<file path="src/rtl/operand_fetch_unit_pkg.sv">
// Shared constants and helpers for the operand fetch unit and its bypass muxes.
package operand_fetch_unit_pkg;

    localparam int REG_IDX_W    = 5;
    localparam int NUM_REGS     = 32;
    localparam int XLEN_DEFAULT = 32;

    localparam logic [REG_IDX_W-1:0] X0_IDX = '0;

    // x0 is hardwired to zero, so a writeback to it must never be forwarded.
    function automatic logic wb_hits(
        input logic                 wb_en,
        input logic [REG_IDX_W-1:0] wb_addr,
        input logic [REG_IDX_W-1:0] rs
    );
        return wb_en && (wb_addr == rs) && (rs != X0_IDX);
    endfunction

endpackage

</file>
<file path="src/rtl/operand_fetch_unit_bypass.sv">
// Per-operand source select: fresh RF data or captured forward, held data, then live writeback and x0 rule.
module operand_bypass_mux
    import operand_fetch_unit_pkg::*;
#(
    parameter int XLEN = XLEN_DEFAULT
) (
    input  logic                 fresh_i,
    input  logic                 fwd_i,
    input  logic [XLEN-1:0]      fwd_data_i,
    input  logic [XLEN-1:0]      rf_rdata_i,
    input  logic [XLEN-1:0]      held_data_i,
    input  logic [REG_IDX_W-1:0] rs_i,
    input  logic                 wb_en_i,
    input  logic [REG_IDX_W-1:0] wb_addr_i,
    input  logic [XLEN-1:0]      wb_data_i,
    output logic [XLEN-1:0]      data_o
);

    logic [XLEN-1:0] base;

    always_comb begin
        base = fresh_i ? (fwd_i ? fwd_data_i : rf_rdata_i) : held_data_i;
        if (rs_i == X0_IDX) begin
            data_o = '0;
        end else if (wb_hits(wb_en_i, wb_addr_i, rs_i)) begin
            data_o = wb_data_i;
        end else begin
            data_o = base;
        end
    end

endmodule

</file>
<file path="src/rtl/operand_fetch_unit.sv">
// Single-entry operand fetch stage: drives RF read addresses, absorbs the 1-cycle read latency, forwards writebacks.
module operand_fetch_unit
    import operand_fetch_unit_pkg::*;
#(
    parameter int XLEN      = XLEN_DEFAULT,
    parameter int PAYLOAD_W = 32
) (
    input  logic                 clk,
    input  logic                 rst_n,
    input  logic                 in_valid,
    output logic                 in_ready,
    input  logic [REG_IDX_W-1:0] in_rs1,
    input  logic [REG_IDX_W-1:0] in_rs2,
    input  logic [REG_IDX_W-1:0] in_rd,
    input  logic [PAYLOAD_W-1:0] in_payload,
    input  logic                 flush,
    output logic [REG_IDX_W-1:0] rf_raddr1,
    output logic [REG_IDX_W-1:0] rf_raddr2,
    input  logic [XLEN-1:0]      rf_rdata1,
    input  logic [XLEN-1:0]      rf_rdata2,
    input  logic                 wb_en,
    input  logic [REG_IDX_W-1:0] wb_addr,
    input  logic [XLEN-1:0]      wb_data,
    output logic                 out_valid,
    input  logic                 out_ready,
    output logic [XLEN-1:0]      out_rs1_data,
    output logic [XLEN-1:0]      out_rs2_data,
    output logic [REG_IDX_W-1:0] out_rd,
    output logic [PAYLOAD_W-1:0] out_payload
);

    logic                 b_valid_q, b_valid_d;
    logic                 fresh_q, fresh_d;
    logic [REG_IDX_W-1:0] rd_q, rd_d;
    logic [REG_IDX_W-1:0] rs1_q, rs1_d;
    logic [REG_IDX_W-1:0] rs2_q, rs2_d;
    logic [PAYLOAD_W-1:0] payload_q, payload_d;
    logic                 fwd1_q, fwd1_d;
    logic                 fwd2_q, fwd2_d;
    logic [XLEN-1:0]      fwd1_data_q, fwd1_data_d;
    logic [XLEN-1:0]      fwd2_data_q, fwd2_data_d;
    logic [XLEN-1:0]      held1_q, held1_d;
    logic [XLEN-1:0]      held2_q, held2_d;
    logic                 accept;

    assign in_ready    = !flush && (!b_valid_q || out_ready);
    assign accept      = in_valid && in_ready;
    assign rf_raddr1   = in_rs1;
    assign rf_raddr2   = in_rs2;
    assign out_valid   = b_valid_q;
    assign out_rd      = rd_q;
    assign out_payload = payload_q;

    operand_bypass_mux #(.XLEN(XLEN)) u_byp1 (
        .fresh_i     (fresh_q),
        .fwd_i       (fwd1_q),
        .fwd_data_i  (fwd1_data_q),
        .rf_rdata_i  (rf_rdata1),
        .held_data_i (held1_q),
        .rs_i        (rs1_q),
        .wb_en_i     (wb_en),
        .wb_addr_i   (wb_addr),
        .wb_data_i   (wb_data),
        .data_o      (out_rs1_data)
    );

    operand_bypass_mux #(.XLEN(XLEN)) u_byp2 (
        .fresh_i     (fresh_q),
        .fwd_i       (fwd2_q),
        .fwd_data_i  (fwd2_data_q),
        .rf_rdata_i  (rf_rdata2),
        .held_data_i (held2_q),
        .rs_i        (rs2_q),
        .wb_en_i     (wb_en),
        .wb_addr_i   (wb_addr),
        .wb_data_i   (wb_data),
        .data_o      (out_rs2_data)
    );

    // The RF returns the pre-write value when read and written at the same edge, so that write is captured here.
    always_comb begin
        b_valid_d   = b_valid_q;
        fresh_d     = fresh_q;
        rd_d        = rd_q;
        rs1_d       = rs1_q;
        rs2_d       = rs2_q;
        payload_d   = payload_q;
        fwd1_d      = fwd1_q;
        fwd2_d      = fwd2_q;
        fwd1_data_d = fwd1_data_q;
        fwd2_data_d = fwd2_data_q;
        held1_d     = held1_q;
        held2_d     = held2_q;
        if (flush) begin
            b_valid_d = 1'b0;
            fresh_d   = 1'b0;
        end else if (accept) begin
            b_valid_d   = 1'b1;
            fresh_d     = 1'b1;
            rd_d        = in_rd;
            rs1_d       = in_rs1;
            rs2_d       = in_rs2;
            payload_d   = in_payload;
            fwd1_d      = wb_hits(wb_en, wb_addr, in_rs1);
            fwd2_d      = wb_hits(wb_en, wb_addr, in_rs2);
            fwd1_data_d = wb_data;
            fwd2_data_d = wb_data;
        end else if (b_valid_q && !out_ready) begin
            held1_d = out_rs1_data;
            held2_d = out_rs2_data;
            fresh_d = 1'b0;
        end else if (b_valid_q) begin
            b_valid_d = 1'b0;
            fresh_d   = 1'b0;
        end
    end

    always_ff @(posedge clk or negedge rst_n) begin
        if (!rst_n) begin
            b_valid_q   <= 1'b0;
            fresh_q     <= 1'b0;
            rd_q        <= '0;
            rs1_q       <= '0;
            rs2_q       <= '0;
            payload_q   <= '0;
            fwd1_q      <= 1'b0;
            fwd2_q      <= 1'b0;
            fwd1_data_q <= '0;
            fwd2_data_q <= '0;
            held1_q     <= '0;
            held2_q     <= '0;
        end else begin
            b_valid_q   <= b_valid_d;
            fresh_q     <= fresh_d;
            rd_q        <= rd_d;
            rs1_q       <= rs1_d;
            rs2_q       <= rs2_d;
            payload_q   <= payload_d;
            fwd1_q      <= fwd1_d;
            fwd2_q      <= fwd2_d;
            fwd1_data_q <= fwd1_data_d;
            fwd2_data_q <= fwd2_data_d;
            held1_q     <= held1_d;
            held2_q     <= held2_d;
        end
    end

endmodule

</file>
<file path="config.mk">
export PLATFORM = sky130hd
export DESIGN_NAME = operand_fetch_unit
export DESIGN_NICKNAME = d
export VERILOG_FILES = /design/src/rtl/operand_fetch_unit_pkg.sv /design/src/rtl/operand_fetch_unit_bypass.sv /design/src/rtl/operand_fetch_unit.sv
export SDC_FILE = /design/constraint.sdc
export NUM_CORES = 1
export LEC_CHECK = 0
export ABC_AREA = 1
export ABC_CLOCK_PERIOD_IN_PS = 5000
export BUFFER_PORTS_ARGS = -buffer_cell sky130_fd_sc_hd__buf_2
export CAP_MARGIN = 20
export CORE_MARGIN = 10
export CORE_UTILIZATION = 56
export CTS_CLUSTER_DIAMETER = 150
export DETAILED_ROUTE_END_ITERATION = 8
export GPL_ROUTABILITY_DRIVEN = 0
export HOLD_SLACK_MARGIN = 0.12
export PLACE_DENSITY_LB_ADDON = 0.15
export SYNTH_ARGS = -nofsm -noshare
export SYNTH_HDL_FRONTEND = slang
export SYNTH_SLANG_ARGS = --single-unit
</file>
<file path="constraint.sdc">
create_clock -name clk -period 5 [get_ports clk]
set_clock_uncertainty 0.2 [all_clocks]
set_input_delay 0.25 -clock clk [delete_from_list [all_inputs] [get_ports clk]]
set_output_delay 0.25 -clock clk [all_outputs]
set_load 0.05 [all_outputs]
</file>
==> results of run 1 <==
## layout make-up
cell class | count | area, sq um
antenna | 4 | 10.01
clock buffer | 18 | 429.2
clock inverter | 14 | 168.9
fill | 1179 | 3829
inverter | 72 | 270.3
multi-input combinational | 950 | 4188
sequential | 147 | 3680
tap | 188 | 235.2
timing repair buffer | 368 | 2336
## worst min-delay path, delay by kind of cell
kind            cells  cell delay (ns)
compound gates      1             0.07
buf+inv             1             0.08
simple gates        5             0.33
## cell families after synthesis
logic type                share of synthesized area, %
buffers and inverters                            9.150
AOI/OAI and AO/OA                                7.616
DFF                                              42.57
xor gates and xnor gates                        0.4055
and+or+nand+nor                                  40.26
## routing by layer
metal	vias to the layer above	share of wire, %
met4	0	3.1
met3	93	13
li1	4615	-
met5	-	0
met2	657	46
met1	4627	38
## where the power goes
| group | leakage (uW) | internal (uW) | switching, uW |
|---|---|---|---|
| registers | 0.00187 | 1450 | 163 |
| clock network | 0.000290 | 753 | 565 |
| logic | 0.00416 | 535 | 1420 |
## cell usage after synthesis (30+ instances only)
cell,count,share of area (%)
inv_1,66,2.9
nand4_1,34,2.5
and3_1,34,2.5
a21oi_1,33,1.9
nand2_1,557,24
nor3_1,33,1.9
a22oi_1,30,2.6
clkbuf_1,35,1.5
nand3_1,68,3.9
buf_2,35,2.0
nor2_1,99,4.3
o21ai_0,41,2.4
dfrtp_1,147,43
## layout by cell type, fill, tap and decap left out, types with 9 or more instances in the layout
cell type	count
dfrtp_1	146
a21oi_1	33
buf_4	9
inv_1	64
nand3_1	68
clkbuf_16	17
a22oi_1	30
nor2_1	98
buf_2	265
nand2_1	556
nor3_1	33
o21ai_0	41
dlygate4sd3_1	93
and3_1	34
nand4_1	34
## metrics by stage
step	cells	total power (uW)	setup WS (ns)	hold WS, ns	util, %
5_1_grt	1757	5105	1.380	0.1740	74.66
6_report	1761	4879	1.469	0.1327	74.72
3_5_place_dp	1632	3482	2.043	0.1021	64.56
3_3_place_gp	1632	3452	2.037	0.1038	64.56
2_1_floorplan	1265	3001	2.518	-0.2456	-
4_1_cts	1757	4857	1.553	0.1225	74.66
## flip-flops by register name, summed over array words and instances, names as in the netlist
name and flops:
fresh_q 1, out_rd 5, out_valid 1, fwd2_q 1
out_payload 32, fwd2_data_q 32, fwd1_q 1, held1_q 32
rs2_q 5, held2_q 32, rs1_q 5
## worst paths after layout
path,startpoint,endpoint,slack (ns),cells after the start
hold reg to reg,out_payload[6],out_payload[6],0.28,2
max in group asynchronous,rst_n,held1_q[31],3.27,3
setup / recovery,wb_en,out_rs2_data[25],1.47,10
setup reg to reg,fresh_q,fresh_q,2.09,4
min in group asynchronous,rst_n,held2_q[23],0.19,2
hold / removal,rf_rdata1[3],held1_q[3],0.13,7
==> flow_summary.toml, run 1 <==
[drt]
firstDrtPassIters = 6
wl_per_cell_microns = 18.42
drt_iter0_drc = 1158
drc = 0
drtAntennaViolNets = 0
routed_wl_microns = 32430
vias = 9992
via_per_inst = 5.674

[setup_path]
worstPathMaxFanout = 33
critical_path.top_delay_family = "simple AND/OR/NAND/NOR gates"
cp.required_ns = 4.55
cp_cell_sequence = "dlygate4sd3_1 > buf_2 > inv_1 > a21oi_1 > nand2_1 > nor2_4 > nand2_4 > nand2_1 > and3_1 > buf_2"
worstSetupPathType = "input port to output port"
critPathArrivalTime_ns = 3.08
worstPathBufferInverterCount = 4
max_stage_delay_ns = 0.77
startpoint_type = "input port"
crit_path_top_delay_cell = "nor2_4"
end_kind = "output port"

[synthesis]
ys_seq_area_share_pct = 42.57
async_flop_share_pct = 100.0
syn_area_sq_um = 8642
syn_avg_cell_area_sq_um = 6.832
syn-num-nets = 1419
synth-main-ff-cell = "dfrtp_1"
ys_types = 28
syn-instance-count = 1265
yosys_register_bits = 147
synth_edf_count = 0
synth_warnings = 0

[worst_hold_path]
hp-class = "input port to flip-flop"

[global_route]
gr-total-overflow = 0
grtUsageMet2_pct = 47.28
grt.met3_usage_pct = 11.02
grt_antenna_before_repair = 1
grt_pass1_wl_microns = 50560
grt_util_all_layers_pct = 30.48
grt_max_degree = 106
use_met1_pct = 38.37
gr-max-usage-layer = "met2"
grt_pass1_vias = 9831

[floorplan]
core-area_sq_um = 15150
io-pin-count = 267
start_util_pct = 57.06
rows = 45
die_x_microns = 144.2
die_h_microns = 144.2
die-area_sq_um = 20800

[clocking]
cts_resized = 0
cts_hold_buf = 93
root_buffer = "clkbuf_16"
clock_latency_ns = 0.42
cts_tree = "yes"
cts_setup_buffers = 0
htreeDepth = 4
cts_buffer_depth = 2
cts_made_buffers = 17
clock-sinks = 147
clkTransAtPathRegs_ns = 0.06

[layout]
drive_gt1_share_pct = 20.59
area_delta_synth_final_pct = 30.95
nets = 1710
final_cell_area_sq_um = 11320

[sta]
rsz0062_at_grt = "false"
worst_pin_slew_ns = 1.080
period_share_pct = 70.63
post-route-min-period_ns = 3.531
setup_viol = 0
maxSlewViolCount = 0
final_hold_viol_count = 0
max_slew_margin_pct = 28.02
setup_tns_ns = 0
fmax_mhz = 283.2

[power_and_ir_drop]
vdd.ir_drop.worst_uv = 342.2
leakage_uw = 0.006320
powerDensity_nw_per_um2 = 431.1

[place]
placed_area_sq_um = 9778
hpwl_microns = 20440
io_buffers = 266

[run]
max_cap_viol_count = 0

[outcome]
status = "complete, no violations"
Note: power is estimated with default switching activity, not from simulation.
==> run 2: changes to the inputs <==
Settings changed: ABC_AREA 1 to 0, ABC_CLOCK_PERIOD_IN_PS 5000 to 3000, CORE_UTILIZATION 56 to 47.
Clock period 5 ns to 3 ns, I/O delays scaled along.
==> flow_summary.toml, run 2 <==
[drt]
wl_met1_microns = 11810
route.met3.wl_microns = 2505
top_layer = "met4"
firstDrtPassIters = 5
drtAntennaViolNets = 0
drt_iter0_drc = 433
dr_wl_met2_microns = 13680
wl_per_cell_microns = 19.14
drc = 0
via_per_inst = 5.399
routed_wl_microns = 28610
vias = 8072

[synthesis]
yosys.area.top_type = "dfrtp_1"
synth-main-ff-cell = "dfrtp_1"
syn-num-nets = 1059
synth_warnings = 0
synth_area_leaders = "dfrtp_1 44%, mux2i_1 13%, nand2_1 9.4%"
ys_types = 33
synthTopCellsByCount = "211 x nand2_1, 147 x dfrtp_1, 113 x mux2i_1, 71 x nor2_1, 66 x o21ai_0"
syn_area_sq_um = 8456
syn-instance-count = 905
yosysMostFrequentCell = "nand2_1"
async_flop_share_pct = 100.0
synth_edf_count = 0
yosysTopAreaCellShare_pct = 43.50
syn_avg_cell_area_sq_um = 9.343
ys_seq_area_share_pct = 43.50
yosys_register_bits = 147

[clocking]
clock_latency_ns = 0.42
clock-sinks = 147
clkTransAtPathRegs_ns = 0.06
htreeDepth = 4
root_buffer = "clkbuf_16"
cts_made_buffers = 17
cts_buffer_depth = 2
cts_tree = "yes"

[setup_path]
reg2reg_depth = 5
end_kind = "output port"
worstPathMaxFanout = 35
cp-startpoint = "rs2_q[0]"
cp.required_ns = 2.65
regToRegEndpoint = "fwd1_q"
critPathArrivalTime_ns = 2.48
startpoint_type = "flip-flop"
critPathCapture = "out_rs2_data[18]"
max_stage_delay_ns = 0.53
crit_path_top_delay_cell = "dfrtp_1"
r2r_setup_slack_ns = 0.40
cp_cell_sequence = "xnor2_1 > nand4_2 > nor3_4 > buf_12 > mux2i_1 > nor2_1 > buf_2"
worstSetupPathType = "flip-flop to output port"
crit-reg2reg-launch = "out_valid"

[sta]
rsz0062_at_grt = "false"
fmax_mhz = 352.8
setup_tns_ns = 0
max_slew_margin_pct = 42.11
worst_pin_slew_ns = 0.8618
post-route-min-period_ns = 2.834
final_hold_viol_count = 0
period_share_pct = 94.47
maxSlewViolCount = 0
setup_viol = 0
fin_ws_ns = 0.1658

[global_route]
grt_pass1_vias = 8239
gr-total-overflow = 0
grt_antenna_before_repair = 1
grt_max_degree = 65
grt_pass1_wl_microns = 45110
grt_util_all_layers_pct = 23.37

[floorplan]
io-pin-count = 267
die-area_sq_um = 23760
die_h_microns = 154.1
rows = 48
start_util_pct = 48.38
die_x_microns = 154.1
core-area_sq_um = 17480

[layout]
final_common_cell = "buf_2"
postLayoutCoreUtil_pct = 67.70
nets = 1410
final_cell_mix = "264 x buf_2, 211 x nand2_1, 144 x dfrtp_1"
drive_gt1_share_pct = 31.68
area_delta_synth_final_pct = 39.94

[place]
place_ws_ns = 0.4709
hpwl_microns = 19020
io_buffers = 266

[power_and_ir_drop]
powerDensity_nw_per_um2 = 697.1
vdd.ir_drop.worst_uv = 469.3
leakage_uw = 0.005368

[run]
max_cap_viol_count = 0

[worst_hold_path]
hp-class = "input port to flip-flop"

[outcome]
status = "complete, no violations"
## run 2: cell types whose count changed after synthesis, moves of 25 or more
cell,previous run,this run
mux2i_1,0,113
nand3_1,68,0
a22oi_1,30,0
nand4_1,34,2
nand2_1,557,211
mux2_2,0,42
a221o_1,0,30
o21ai_0,41,66
nor2_1,99,71
inv_1,66,1
and3_1,34,0
## run 2: worst max-delay path, delay by kind of cell, from the launching register on
kind	cells	cell delay [ns]
buf+inv	2	0.55
flops	1	0.53
simple gates	3	0.68
mux	1	0.11
xor+xnor	1	0.18
## run 2: logic make-up after synthesis
kind of cell           count (synthesis)  share of synthesized area (%)
AND/OR/NAND/NOR                      334                          16.84
AO/OA/AOI/OAI                        166                          13.58
multiplexers                         155                          18.97
buffers and inverters                 85                          5.238
flip-flops                           147                          43.50
XOR/XNOR                              18                          1.864
## run 2: cell type report
type / instances / area, sq um
diodes: 1 / 2.502
clock buffers: 19 / 442.9
clock inverters: 13 / 172.7
fillers: 1342 / 5644
inverters: 1 / 3.754
multi-input cells: 673 / 4373
flip-flops and latches: 147 / 3685
well taps: 225 / 281.5
repair buffers: 416 / 2872
## run 2: worst min-delay path by stage
stage | from | cells after the start | to | slack (ns)
2_1_floorplan | rst_n | 0 | fresh_q | -0.35
3_3_place_gp | rst_n | 1 | held1_q[11] | -0.008
3_5_place_dp | rst_n | 1 | held1_q[11] | -0.01
4_1_cts | rf_rdata1[31] | 5 | held1_q[31] | 0.15
5_1_grt | rf_rdata1[31] | 5 | held1_q[31] | 0.17
6_report | rf_rdata1[31] | 5 | held1_q[31] | 0.15
## run 2: power by group
group	leakage, uW	switching, uW	internal [uW]
logic	0.00324	2230	1030
clock network	0.000299	899	1350
registers	0.00183	301	2440
## run 2: repair_timing
action | 4_1_cts | 5_1_grt
endpoints found under the setup margin | 0 | 5
gates resized for setup | 0 | 0
hold buffers | 123 | 0
setup buffers | 0 | 1
endpoints found under the hold margin | 294 | 0
## run 2: routing by layer
| metal | global-route usage (%) | vias to the layer above |
|---|---|---|
| li1 | - | 3859 |
| met1 | 28.63 | 3851 |
| met2 | 37.84 | 315 |
| met3 | 7.559 | 47 |
| met4 | 8.007 | 0 |
| met5 | 0 | - |
## run 2: per-stage QoR
| step | instances | total power [uW] | area (sq um) | hold slack (ns) |
|---|---|---|---|---|
| detailed placement | 1338 | 5895 | 9966 | -0.01337 |
| floorplan | 905 | 5038 | 8456 | -0.3456 |
| finish | 1495 | 8249 | 11830 | 0.1499 |
| CTS | 1493 | 8291 | 11820 | 0.1484 |
| global route | 1495 | 8678 | 11830 | 0.1747 |
| global placement | 1338 | 5848 | 9966 | -0.007694 |
